==> src/rtl/uart_rx.sv <==
// 8N1 UART receiver: 2-FF synchronised rx, centre sampling, one-cycle rx_valid/frame_err pulses.
// rx_valid lands ~2+HALF+9*BAUD+1 clocks after the start edge; no backpressure, consumer must take it.
package uart_types;
  typedef enum logic [1:0] {
    IDLE      = 2'd0,
    START_BIT = 2'd1,
    DATA_BITS = 2'd2,
    STOP_BIT  = 2'd3
  } uart_state_t;
endpackage

module uart_rx
  import uart_types::*;
#(
  parameter int CLK_FREQ  = 450_000_000,
  parameter int BAUD_RATE = 5_000_000
) (
  input  logic        clk,
  input  logic        rst_n,
  input  logic        rx,
  output logic [7:0]  rx_data,
  output logic        rx_valid,
  output logic        rx_busy,
  output logic        frame_err,
  output uart_state_t rx_state
);

  localparam int BAUD_DIVISOR = CLK_FREQ / BAUD_RATE;
  localparam int HALF_DIVISOR = BAUD_DIVISOR / 2;
  localparam int CW           = $clog2(BAUD_DIVISOR);
  localparam logic [CW-1:0] BAUD_LAST = CW'(BAUD_DIVISOR - 1);
  localparam logic [CW-1:0] HALF_LAST = CW'(HALF_DIVISOR - 1);

  uart_state_t   state, state_nxt;
  logic          rx_m, rx_s;
  logic [CW-1:0] cnt;
  logic [2:0]    bit_cnt;
  logic [7:0]    shift_reg;
  logic          stop_wait, wait_nxt;
  logic          shift_en, valid_nxt, ferr_nxt;
  logic          baud_done, half_done;

  // Synchroniser resets high so reset release never looks like a start edge.
  always_ff @(posedge clk or negedge rst_n) begin
    if (!rst_n) begin
      rx_m <= 1'b1;
      rx_s <= 1'b1;
    end else begin
      rx_m <= rx;
      rx_s <= rx_m;
    end
  end

  assign baud_done = (cnt == BAUD_LAST);
  assign half_done = (cnt == HALF_LAST);

  always_ff @(posedge clk or negedge rst_n) begin
    if (!rst_n) state <= IDLE;
    else        state <= state_nxt;
  end

  always_comb begin
    state_nxt = state;
    wait_nxt  = stop_wait;
    shift_en  = 1'b0;
    valid_nxt = 1'b0;
    ferr_nxt  = 1'b0;
    case (state)
      IDLE: begin
        wait_nxt = 1'b0;
        if (!rx_s) state_nxt = START_BIT;
      end
      START_BIT: begin
        if (half_done) state_nxt = rx_s ? IDLE : DATA_BITS;
      end
      DATA_BITS: begin
        if (baud_done) begin
          shift_en = 1'b1;
          if (bit_cnt == 3'd7) state_nxt = STOP_BIT;
        end
      end
      STOP_BIT: begin
        // After a framing error, park here until the line is released so a break cannot re-trigger.
        if (stop_wait) begin
          if (rx_s) begin
            state_nxt = IDLE;
            wait_nxt  = 1'b0;
          end
        end else if (baud_done) begin
          if (rx_s) begin
            valid_nxt = 1'b1;
            state_nxt = IDLE;
          end else begin
            ferr_nxt = 1'b1;
            wait_nxt = 1'b1;
          end
        end
      end
      default: state_nxt = IDLE;
    endcase
  end

  always_ff @(posedge clk or negedge rst_n) begin
    if (!rst_n) begin
      cnt       <= '0;
      bit_cnt   <= 3'd0;
      shift_reg <= 8'h00;
      rx_data   <= 8'h00;
      rx_valid  <= 1'b0;
      frame_err <= 1'b0;
      stop_wait <= 1'b0;
    end else begin
      if ((state_nxt != state) || (state == IDLE) || shift_en)
        cnt <= '0;
      else if (!((state == STOP_BIT) && (stop_wait || ferr_nxt)))
        cnt <= cnt + 1'b1;

      if (state != DATA_BITS) bit_cnt <= 3'd0;
      else if (shift_en)      bit_cnt <= bit_cnt + 3'd1;

      if (shift_en)  shift_reg <= {rx_s, shift_reg[7:1]};
      if (valid_nxt) rx_data   <= shift_reg;

      rx_valid  <= valid_nxt;
      frame_err <= ferr_nxt;
      stop_wait <= wait_nxt;
    end
  end

  assign rx_busy  = (state != IDLE);
  assign rx_state = state;

endmodule

==> config.mk <==
export PLATFORM = sky130hd
export DESIGN_NAME = uart_rx
export DESIGN_NICKNAME = d
export VERILOG_FILES = /design/src/rtl/uart_rx.sv
export SDC_FILE = /design/constraint.sdc
export NUM_CORES = 1
export LEC_CHECK = 0
export ABC_AREA = 1
export BUFFER_PORTS_ARGS = -buffer_cell sky130_fd_sc_hd__buf_2
export CAP_MARGIN = 20
export CORE_AREA = 4 4 76 78
export CTS_CLUSTER_SIZE = 30
export DETAILED_ROUTE_END_ITERATION = 6
export DIE_AREA = 0 0 80 82
export PLACE_DENSITY = 0.63
export REMOVE_ABC_BUFFERS = 1
export SETUP_SLACK_MARGIN = 0.15
export SLEW_MARGIN = 20
export SYNTH_ARGS = -nofsm -noshare
export SYNTH_HDL_FRONTEND = slang
export SYNTH_SLANG_ARGS = --single-unit
==> constraint.sdc <==
create_clock -name clk -period 1.75 [get_ports clk]
set_clock_uncertainty 0.15 [all_clocks]
set_input_delay 0.2625 -clock clk [delete_from_list [all_inputs] [get_ports clk]]
set_output_delay 0.2625 -clock clk [all_outputs]
set_load 0.02 [all_outputs]
==> results.json <==
{
  "vias": 1409,
  "cp_cell_sequence": "inv_2 > ha_4 > nand2_4 > nor2_4 > nand3_4 > nand2_4 > nand3_2 > nand2_2 > nor2_4 > nor2_4 > nand2_8 > nor2_2",
  "cts_buffer_depth": 2,
  "arrival_ps": 1920,
  "slew_headroom_pct": 72.71,
  "p_leak_nw": 1.216,
  "synth_seq_area_share_pct": 47.73,
  "fin_crit_ps": 1848,
  "gp_congestion": 0.8244,
  "cp_top_family": "simple AND/OR/NAND/NOR gates",
  "postSynthCellCount": 188,
  "slew_viol_final": 0,
  "synth-seq-cells": 33,
  "ir_drop_uv": 338.0,
  "final_layout_size_suffix_gt1_share_pct": 52.46,
  "drv_cap": 0,
  "powerDensity_nw_per_um2": 908.5,
  "cpPeakStageDelay_ps": 390,
  "fin_area_um2": 2556,
  "grt_pass1_vias": 1377,
  "grt_pass1_wl_um": 6354,
  "rsz0062_at_grt": "yes",
  "final_cells": 314,
  "dp_cells": 291,
  "diodes": 0,
  "yosys_warnings": 0,
  "numCtsBuffers": 5,
  "final_hold_viol_count": 0,
  "drc": 0,
  "fp.dieH_um": 82,
  "cp-start-kind": "flop",
  "io_pins": 16,
  "netlist_area_um2": 1735,
  "post_drt_wl_per_cell_um": 12.25,
  "fin_util_pct": 50.37,
  "min_period_over_period_pct": 105.6,
  "clock-sinks": 33,
  "cts_tree": "built",
  "place_hpwl_um": 2390,
  "max_freq_ghz": 0.5411,
  "clk_pin_slew_ps": 70,
  "finalNetCount": 256,
  "syn_to_final_growth_pct": 47.30,
  "critPathMostFrequentCell": "nor2_4",
  "cp_slowest_cell": "dfrtp_1",
  "dpl_cell_area_um2": 2029,
  "min_from": "rx_m",
  "layout_setup_ws_ps": -98.03,
  "drt_pre_antenna_iters": 4,
  "die_w_um": 80,
  "ant_nets": 0,
  "start_util_pct": 34.20,
  "dieArea_um2": 6560,
  "cp-startpoint": "cnt[1]",
  "gr-total-overflow": 0,
  "synth.avg_cell_area_um2": 9.231,
  "critPathMaxFanout": 7,
  "worst_ep_required_time_ps": 1820,
  "port_buffers": 15,
  "fp-row-count": 26,
  "antenna_found_initial": 0,
  "critPathKind": "flop to flop",
  "tightest_slew_ps": 409.4,
  "first_iter_violations": 59,
  "whs_ps": 197.5,
  "r2r-start": "cnt[1]",
  "yosysUniqueCellTypes": 26,
  "clk_latency_ps": 290,
  "grt_usage_pct": 12.68,
  "root_buffer": "clkbuf_8",
  "setup_violations": 18,
  "routed_wl_um": 3845,
  "endpoint_kind": "flop",
  "htree_num_levels": 2,
  "path_buf_inv": 1,
  "grt_max_degree": 34,
  "violations": "setup timing",
  "status": "complete, but fails checks",
  "preCtsSetupSlack_ps": -95.95,
  "post_drt_via_cell_ratio": 4.487,
  "holdCritPathClass": "flop to flop",
  "core_um2": 5075
}
-- power by group --
| part | internal [mW] | switching, mW |
|---|---|---|
| Combinational | 0.392 | 0.494 |
| Sequential | 0.795 | 0.0350 |
| Clock | 0.319 | 0.287 |
-- layout by cell type, fill, tap and decap left out, drive strengths merged, types with 6 or more instances in the layout --
cell,instances
inv,28
buf,47
ha,10
xor2,6
clkbuf,9
nor2,19
nand3,15
nand2,47
o21ai,17
dfrtp,31
-- worst reg2reg max path, stage by stage (launching register included) --
cell     delay [ps]
dfrtp_1         390
inv_2           110
ha_4            150
nand2_4          50
nor2_4          180
nand3_4         120
nand2_4          90
nand3_2          80
nand2_2         110
nor2_4           50
nor2_4          140
nand2_8          90
nor2_2           80
-- path summary, 6_finish.rpt --
kind | slack [ps] | depth (start not counted) | end
worst max-delay path | -100 | 12 | cnt[0]
worst max register to register | -100 | 12 | cnt[0]
max in group asynchronous | 740 | 3 | rx_m
worst min register to register | 200 | 0 | rx_s
min in group asynchronous | 370 | 3 | shift_reg[2]
worst min-delay path | 200 | 0 | rx_s
-- synth_stat cells (all sizes together) --
cell type   n  share of area, %
buf         2               1.3
nor2       19               7.3
dfstp       2               3.0
nand2      47                12
ha         10               7.2
inv        29               6.3
xor2        6               3.0
a21oi       2               1.2
dfrtp      31                45
o31ai       1              0.43
nand3      15               5.9
nand4       3               1.4
clkbuf      1              0.22
nor3        3               1.2
o21ai      17               4.9
-- through the flow --
step	power, mW	setup TNS [ps]
3_3_place_gp	1.489	-356.0
3_5_place_dp	1.497	-918.1
4_1_cts	2.239	-177.8
5_1_grt	2.472	-2848
2_1_floorplan	1.261	-1364
6_report	2.322	-738.5
-- final cells by class --
class / instances / area (µm²)
Clock inverter: 1 / 7.507
Sequential cell: 33 / 830.8
Tap cell: 70 / 87.58
Fill cell: 477 / 2519
Inverter: 29 / 126.4
Multi-Input combinational cell: 123 / 964.7
Timing Repair Buffer: 51 / 452.9
Clock buffer: 7 / 86.33
-- logic make-up (layout without fill, tap and decap cells) --
group	count (synthesis)	after routing	synth area share [%]
flops	33	33	47.73
compound gates	20	20	6.561
xor+xnor	6	6	3.028
buf+inv	32	88	7.786
fa+ha+maj	10	10	7.210
simple gates	87	87	27.69
-- repair_timing --
action	in CTS	in global routing
gates cloned	2	1
hold buffers	2	0
hold endpoints to repair	32	0
pin swaps	7	4
gates resized for setup	30	54
endpoints found under the setup margin	29	32
buffers inserted	5	5
-- metal layers --
layer	wire length (µm)	global-route usage (%)
met5	0	0
met4	70	5.068
met3	117	3.399
met2	1967	21.52
met1	1689	15.27
Power figures use the tool's default switching activity.
